--- config.mk ---
export PLATFORM = sky130hd
export DESIGN_NAME = game_ctrl
export DESIGN_NICKNAME = d
export VERILOG_FILES = /design/src/rtl/game_ctrl.sv
export SDC_FILE = /design/constraint.sdc
export NUM_CORES = 1
export LEC_CHECK = 0
export CORE_AREA = 10 10 78 67
export CTS_BUF_LIST = sky130_fd_sc_hd__clkbuf_8
export DETAILED_ROUTE_END_ITERATION = 10
export DIE_AREA = 0 0 88 77
export PLACE_DENSITY = 0.81
export RECOVER_POWER = 50
export SETUP_SLACK_MARGIN = 0.02
export SYNTH_ARGS = -nofsm -noshare
export SYNTH_HDL_FRONTEND = slang
export SYNTH_SLANG_ARGS = --single-unit
--- constraint.sdc ---
create_clock -name clk -period 3 [get_ports clk]
set_input_delay 0.75 -clock clk [delete_from_list [all_inputs] [get_ports clk]]
set_output_delay 0.75 -clock clk [all_outputs]
set_load 0.005 [all_outputs]
--- src/rtl/game_ctrl.sv ---
// Match controller: scores ball exits and sequences serve/play/game-over, driving the ball stage reset and entropy.
// Optional build macro SERVE_TO_LOSER_EN biases the serve direction toward the player who lost the last point.
module game_ctrl #(
  parameter int unsigned WIN_SCORE   = 9,
  parameter int unsigned SCORE_WIDTH = 4,
  parameter int unsigned SERVE_DELAY = 2000
) (
  input  logic                   clk,
  input  logic                   reset_n,
  input  logic                   start,
  input  logic                   out_left,
  input  logic                   out_right,
  output logic                   ball_reset,
  output logic [4:0]             entropy,
  output logic [SCORE_WIDTH-1:0] lscore,
  output logic [SCORE_WIDTH-1:0] rscore,
  output logic                   serving,
  output logic                   game_over,
  output logic                   winner
);

  localparam logic [1:0] IDLE  = 2'd0;
  localparam logic [1:0] SERVE = 2'd1;
  localparam logic [1:0] PLAY  = 2'd2;
  localparam logic [1:0] OVER  = 2'd3;

  localparam int unsigned CW = (SERVE_DELAY > 1) ? $clog2(SERVE_DELAY) : 1;
  localparam logic [CW-1:0]          CNT_LOAD = CW'(SERVE_DELAY - 1);
  localparam logic [SCORE_WIDTH-1:0] WIN      = SCORE_WIDTH'(WIN_SCORE);
  localparam logic [SCORE_WIDTH-1:0] ONE      = SCORE_WIDTH'(1);

  logic [1:0]             state_q, state_d;
  logic [CW-1:0]          cnt_q, cnt_d;
  logic [SCORE_WIDTH-1:0] lscore_d, rscore_d;
  logic [SCORE_WIDTH-1:0] l_inc, r_inc;
  logic                   winner_d;
  logic                   sync1, sync2, sync3, start_pulse;
  logic [15:0]            lfsr;

`ifdef SERVE_TO_LOSER_EN
  logic loser_valid_q, loser_valid_d;
  logic loser_right_q, loser_right_d;
`endif

  assign l_inc = lscore + ONE;
  assign r_inc = rscore + ONE;

  // Registered edge detect so the pulse lands one cycle after the second sync flop.
  always_ff @(posedge clk or negedge reset_n) begin
    if (!reset_n) begin
      sync1       <= 1'b0;
      sync2       <= 1'b0;
      sync3       <= 1'b0;
      start_pulse <= 1'b0;
    end else begin
      sync1       <= start;
      sync2       <= sync1;
      sync3       <= sync2;
      start_pulse <= sync2 & ~sync3;
    end
  end

  always_ff @(posedge clk or negedge reset_n) begin
    if (!reset_n) lfsr <= 16'hACE1;
    else          lfsr <= {lfsr[14:0], lfsr[15] ^ lfsr[13] ^ lfsr[12] ^ lfsr[10]};
  end

  always_comb begin
    state_d  = state_q;
    cnt_d    = cnt_q;
    lscore_d = lscore;
    rscore_d = rscore;
    winner_d = winner;
`ifdef SERVE_TO_LOSER_EN
    loser_valid_d = loser_valid_q;
    loser_right_d = loser_right_q;
`endif
    case (state_q)
      IDLE, OVER: begin
        if (start_pulse) begin
          state_d  = SERVE;
          cnt_d    = CNT_LOAD;
          lscore_d = '0;
          rscore_d = '0;
`ifdef SERVE_TO_LOSER_EN
          loser_valid_d = 1'b0;
`endif
        end
      end
      SERVE: begin
        if (cnt_q == '0) state_d = PLAY;
        else             cnt_d   = cnt_q - CW'(1);
      end
      PLAY: begin
        if (out_left || out_right) begin
          state_d = SERVE;
          cnt_d   = CNT_LOAD;
`ifdef SERVE_TO_LOSER_EN
          loser_valid_d = out_left ^ out_right;
          loser_right_d = out_right;
`endif
          if (out_left && !out_right && rscore < WIN) begin
            rscore_d = r_inc;
            if (r_inc == WIN) begin
              state_d  = OVER;
              winner_d = 1'b1;
            end
          end else if (out_right && !out_left && lscore < WIN) begin
            lscore_d = l_inc;
            if (l_inc == WIN) begin
              state_d  = OVER;
              winner_d = 1'b0;
            end
          end
        end
      end
      default: state_d = IDLE;
    endcase
  end

  // Status outputs are registered from the next-state value so they align with state_q.
  always_ff @(posedge clk or negedge reset_n) begin
    if (!reset_n) begin
      state_q    <= IDLE;
      cnt_q      <= '0;
      lscore     <= '0;
      rscore     <= '0;
      winner     <= 1'b0;
      ball_reset <= 1'b1;
      serving    <= 1'b0;
      game_over  <= 1'b0;
    end else begin
      state_q    <= state_d;
      cnt_q      <= cnt_d;
      lscore     <= lscore_d;
      rscore     <= rscore_d;
      winner     <= winner_d;
      ball_reset <= (state_d != PLAY);
      serving    <= (state_d == SERVE);
      game_over  <= (state_d == OVER);
    end
  end

`ifdef SERVE_TO_LOSER_EN
  always_ff @(posedge clk or negedge reset_n) begin
    if (!reset_n) begin
      loser_valid_q <= 1'b0;
      loser_right_q <= 1'b0;
    end else begin
      loser_valid_q <= loser_valid_d;
      loser_right_q <= loser_right_d;
    end
  end

  // Direction class lives in entropy[4:3]: equal bits serve left, differing bits serve right.
  always_comb begin
    entropy = lfsr[4:0];
    if (loser_valid_q)
      entropy[4:3] = loser_right_q ? {lfsr[4], ~lfsr[4]} : {lfsr[4], lfsr[4]};
  end
`else
  assign entropy = lfsr[4:0];
`endif

endmodule
# ---- Word-level counts from Yosys, hierarchy flattened
# Cells that the tools add are included.
# W data, S select, Z words.
dict set report classes {
  reduce_logical 17
  mux 24
  bitwise_logic 5
  n_addsub 3
  eq_ne 15
  order_cmp 2
}
# cell n
set op_table {}
lappend op_table {{$mux W11} 3}
lappend op_table {{$pmux W11 S3} 1}
lappend op_table {{$mux W4} 6}
lappend op_table {{$pmux W4 S2} 2}
lappend op_table {{$mux W2} 7}
lappend op_table {{$ne A2 B2 Y1 const B} 7}
lappend op_table {{$logic_not A11 Y1} 1}
lappend op_table {{$sub A11 B1 Y11 const B} 1}
lappend op_table {{$reduce_and A5 Y1} 2}
lappend op_table {{$add A4 B1 Y4 const B} 2}
lappend op_table {{$eq A4 B4 Y1 const B} 2}
lappend op_table {{$lt A4 B4 Y1 const B} 2}
lappend op_table {{$eq A2 B2 Y1 const B} 3}
lappend op_table {{$pmux W2 S3} 1}
lappend op_table {{$reduce_bool A2 Y1} 3}
lappend op_table {{$eq A2 B1 Y1 const B} 2}
lappend op_table {{$logic_and A1 B1 Y1} 4}
lappend op_table {{$mux W1} 4}
lappend op_table {{$reduce_and A4 Y1} 1}
lappend op_table {{$reduce_and A3 Y1} 1}
lappend op_table {{$xor A1 B1 Y1} 3}
lappend op_table {{$logic_not A1 Y1} 2}
lappend op_table {{$logic_not A2 Y1} 1}
lappend op_table {{$ne A2 B1 Y1 const B} 1}
lappend op_table {{4 further kinds} 4}
dict set report word_totals {
  regBits 45
  wordCells 79
}

# ---- Logic depth before layout (Yosys ltp)
dict set report logic_depth {
  depth_word 8
  mapped_depth 8
  mapped_depth_nobuf 7
}

# ---- Least setup slack after synthesis
# Ideal clock, no wire load.
dict set report synth_path {
  path_type {flip-flop to flip-flop}
  from {register state_q[0]}
  to {register cnt_q[9]}
  setup_slack_ns 0.943
  path_stages_with_launch 8
  setup_time_ns 0.118
  t_arrival_ns 1.939
  path_buffers 0
  path_cell_list {dfrtp_1 inv_1 ha_1 nor2b_1 or2_1 a211oi_1 nand4_1 a21o_1}
}
dict set report synth_between {
  elab_chain_len 4
  word_cells_on_any_way 10
}
# element line
set synth_lines {}
lappend synth_lines {{start, declared} 32} ;# logic [1:0] state_q, state_d;
lappend synth_lines {{start signal, assigned} 133} ;# state_q <= state_d;
lappend synth_lines {{$eq A2 B2 Y1 or $logic_not A2 Y1 (tied branches)} 78} ;# case (state_q)
lappend synth_lines {{$reduce_or A2 Y1} 78}
lappend synth_lines {{$ne A2 B2 Y1 (no source line)} --}
lappend synth_lines {{$reduce_and A3 Y1 (no source line)} --}
lappend synth_lines {{end signal, assigned} 134} ;# cnt_q <= cnt_d;
lappend synth_lines {{end, declared} 33} ;# logic [CW-1:0] cnt_q, cnt_d;
# Parallel ways exist; a longest one is shown, timed or not.
# A chain may end at the register's enable or synchronous reset.

# ---- Worst setup path after layout
dict set report layout_path {
  from {input out_left}
  to {register cnt_q[9]}
}
dict set report layout_between {
  elab_chain_len 3
}
# element line
set layout_lines {}
lappend layout_lines {{start, declared} 11} ;# input logic out_left,
lappend layout_lines {{$logic_or A1 B1 Y1} 95} ;# if (out_left || out_right) begin
lappend layout_lines {{$ne A2 B2 Y1 (no source line)} --}
lappend layout_lines {{$reduce_and A3 Y1 (no source line)} --}
# Every way passes these cells.

==> results.py <==
metrics = {
    "place": {
        "hpwlAfterDp_um": 2869,
        "io_buffer_count": 21,
        "place.gp.congestion": 0.7950,
        "place_inst": 251,
        "place_area_mm2": 0.002305,
    },
    "layout": {
        "finalNonFillerCells": 259,
        "antenna_cells": 0,
        "fin_area_mm2": 0.002424,
        "register_area_mm2": 0.001137,
        "drive_above_1_share": 0.09767,
        "areaGrowthSynthToFinish_pct": 16.62,
        "n_fill_cell": 286,
        "multi_input_area_um2": 839.6,
        "nets": 228,
        "fin_util": 0.6588,
    },
    "timing": {
        "rsz0062_at_grt": "false",
        "fmax_mhz": 434.5,
        "tightestPinTransition_ns": 0.9218,
        "maxSlewViolCount": 0,
        "hold_violations": 0,
        "period_share": 0.7672,
        "worst_clock_skew_ns": 0.002942,
        "min_period_ns": 2.302,
        "setup_violations": 0,
        "maxSlewHeadroom": 0.3854,
        "setup_tns_ns": 0,
    },
    "synthesis": {
        "yosys.area.top_type": "dfrtp_1",
        "synth_edf_count": 0,
        "yosys.area_share.simple": 0.1656,
        "syn-instance-count": 192,
        "synth_xor_xnor_area_share": 0.02950,
        "synth_nets": 206,
        "synthDistinctLibCells": 44,
        "yosysWarnings": 0,
        "synth.mux.area_fraction": 0.02529,
        "synth_ff_type": "dfrtp_1",
        "synth_top_family_by_area": "simple AND/OR/NAND/NOR gates",
        "async_reset_ff_frac": 1.000,
        "synth_top_area_frac": 0.4335,
        "netlist_area_mm2": 0.002078,
        "synthTopCellsByArea": "dfrtp_1 (43%), dfstp_2 (11%), ha_1 (5.4%)",
        "synth_compound_area_frac": 0.1294,
        "syn_avg_cell_area_um2": 10.82,
        "ys_ff_latch": 45,
        "yosysSeqAreaShare": 0.5473,
        "synth_fa_ha_area_frac": 0.05418,
    },
    "floorplan": {
        "initial_core_util": 0.5650,
        "rows": 20,
        "io_pins": 22,
        "die_x_um": 88,
        "die_h_um": 77,
        "core_area_mm2": 0.003679,
        "die_area_mm2": 0.006776,
    },
    "cts": {
        "h-tree-depth": 2,
        "clockRootBuffer": "clkbuf_8",
        "post_cts_buffers": 0,
        "cts_hold_buf": 0,
        "ctsResizeCount": 0,
        "clk_path_buf_depth": 2,
        "cts_sinks": 45,
        "cts_buffers": 5,
        "clk_pin_slew_worst_paths_ns": 0.09,
        "clkLatencyLatePin_ns": 0.30,
        "cts_tree": "yes",
    },
    "global_route": {
        "antenna_found_initial": 0,
        "met2_usage": 0.1853,
        "grt-busiest-layer": "met2",
        "use_met1": 0.1629,
        "grt_max_degree": 46,
        "grt_pass1_vias": 1450,
        "gr-usage-all-layers": 0.1246,
        "use_met3": 0.04857,
        "grt_remaining_overflow": 0,
        "grt_pass1_wl_um": 6858,
    },
    "detailed_routing": {
        "drc": 0,
        "ant_nets": 0,
        "dr.first_iter.drc_count": 135,
        "routed_wl_um": 4025,
        "wire_per_inst_um": 15.54,
        "vias": 1469,
        "first_pass_iters": 5,
        "routed_via_density": 5.672,
    },
    "setup_path": {
        "worst_setup_path_end_kind": "flop",
        "required_ns": 3.19,
        "worst-setup-path-type": "in -> reg",
        "rrSetupSlack_ns": 0.74,
        "reg2reg_depth": 7,
        "r2r-start": "state_q[0]$_DFF_PN0_",
        "r2r_end": "cnt_q[9]$_DFFE_PN0P_",
        "cp-start-kind": "input pin",
        "cp.arrival_ns": 2.49,
        "crit_fanout": 5,
    },
    "job": {
        "drv_cap": 0,
    },
    "power_and_ir_drop": {
        "total_power_mw": 1.859,
        "vdd_drop_max_v": 0.0006241,
        "p_leak_nw": 1.054,
        "power_density_mw_per_mm2": 767.0,
    },
    "hold_path": {
        "hold_path_startpoint": "lfsr[6]$_DFF_PN1_",
        "min_path_cells": 0,
        "hold_end": "lfsr[7]$_DFF_PN1_",
        "hold_path.class": "reg -> reg",
    },
    "status": {
        "status": "finished, final reports clean",
    },
}
## cell families after synthesis
| logic type | Yosys count |
|---|---|
| adders and majority gates | 9 |
| muxes | 5 |
| DFF | 45 |
| xor gates and xnor gates | 7 |
| and+or+nand+nor | 62 |
| buffers and inverters | 22 |
| AOI/OAI and AO/OA | 42 |
## metal layers
layer / share of wire / vias up
met5: 0 / -
met3: 0.082 / 4
met1: 0.45 / 708
li1: - / 710
met4: 0.0087 / 0
met2: 0.46 / 47
## worst max-delay path by stage
stage               depth (start not counted)            startpoint                    to  slack (ns)
global placement                            6              out_left  cnt_q[9]$_DFFE_PN0P_        0.48
detailed placement                          6              out_left  cnt_q[9]$_DFFE_PN0P_        0.40
floorplan                                   7  state_q[0]$_DFF_PN0_  cnt_q[9]$_DFFE_PN0P_        0.94
global route                                7  state_q[0]$_DFF_PN0_  cnt_q[9]$_DFFE_PN0P_        0.60
finish                                      6              out_left  cnt_q[9]$_DFFE_PN0P_        0.70
CTS                                         6              out_left  cnt_q[9]$_DFFE_PN0P_        0.72
## flip-flops by register name, indices dropped and copies added, names as in the netlist
register     flops
lscore           4
sync2            1
ball_reset       1
sync1            1
cnt_q           11
rscore           4
lfsr            16
winner           1
game_over        1
start_pulse      1
sync3            1
serving          1
state_q          2
## stage by stage
step | hold WS, ns | setup WS (ns)
CTS | 0.3632 | 0.7191
detailed placement | 0.3415 | 0.3975
global placement | 0.3350 | 0.4831
global route | 0.3673 | 0.5966
finish | 0.3602 | 0.6985
floorplan | 0.3312 | 0.9430
## critical path, cell delays in order
cell	delay, ns
clkdlybuf4s50_1	0.52
nor3b_1	0.10
or2_1	0.22
a211oi_1	0.53
nand4_1	0.16
a21o_1	0.21
## synthesized netlist by cell type, drive strengths merged (2+ instances only)
cell / count
a22oi: 2
nor2: 10
inv: 14
nand2: 13
nor2b: 5
ha: 9
a21oi: 6
buf: 5
a211oi: 2
a31oi: 2
o21ai: 18
nand3: 7
mux2i: 3
or3: 3
nand4: 2
or4: 3
dfrtp: 36
xnor2: 6
nand2b: 8
nor3: 5
nor4: 2
dfstp: 9
clkbuf: 3
o211ai: 2
mux2: 2
## layout by cell type (no fill, tap or decap), drive strengths merged, types with 5 or more instances in the layout
cell type,synthesis,layout
nand2b,8,8
a21oi,6,6
nand2,13,13
o21ai,18,18
ha,9,9
xnor2,6,6
nand3,7,7
clkdlybuf4s50,0,19
nor2b,5,5
dfstp,9,9
nor3,5,5
dfrtp,36,36
inv,14,15
clkbuf,3,5
nor2,10,10
## layout make-up
cell class,count,share of cell area
tap,44,0.02272
multi-input combinational,125,0.3464
sequential,45,0.4693
timing repair buffer,23,0.09086
clock inverter,3,0.02065
inverter,14,0.02168
clock buffer,5,0.02839
## power by group
group,switching [mW],internal [mW]
clock network,0.214,0.255
logic,0.397,0.271
registers,0.0505,0.671
total,0.662,1.20
Note: power is estimated with default switching activity, not from simulation.
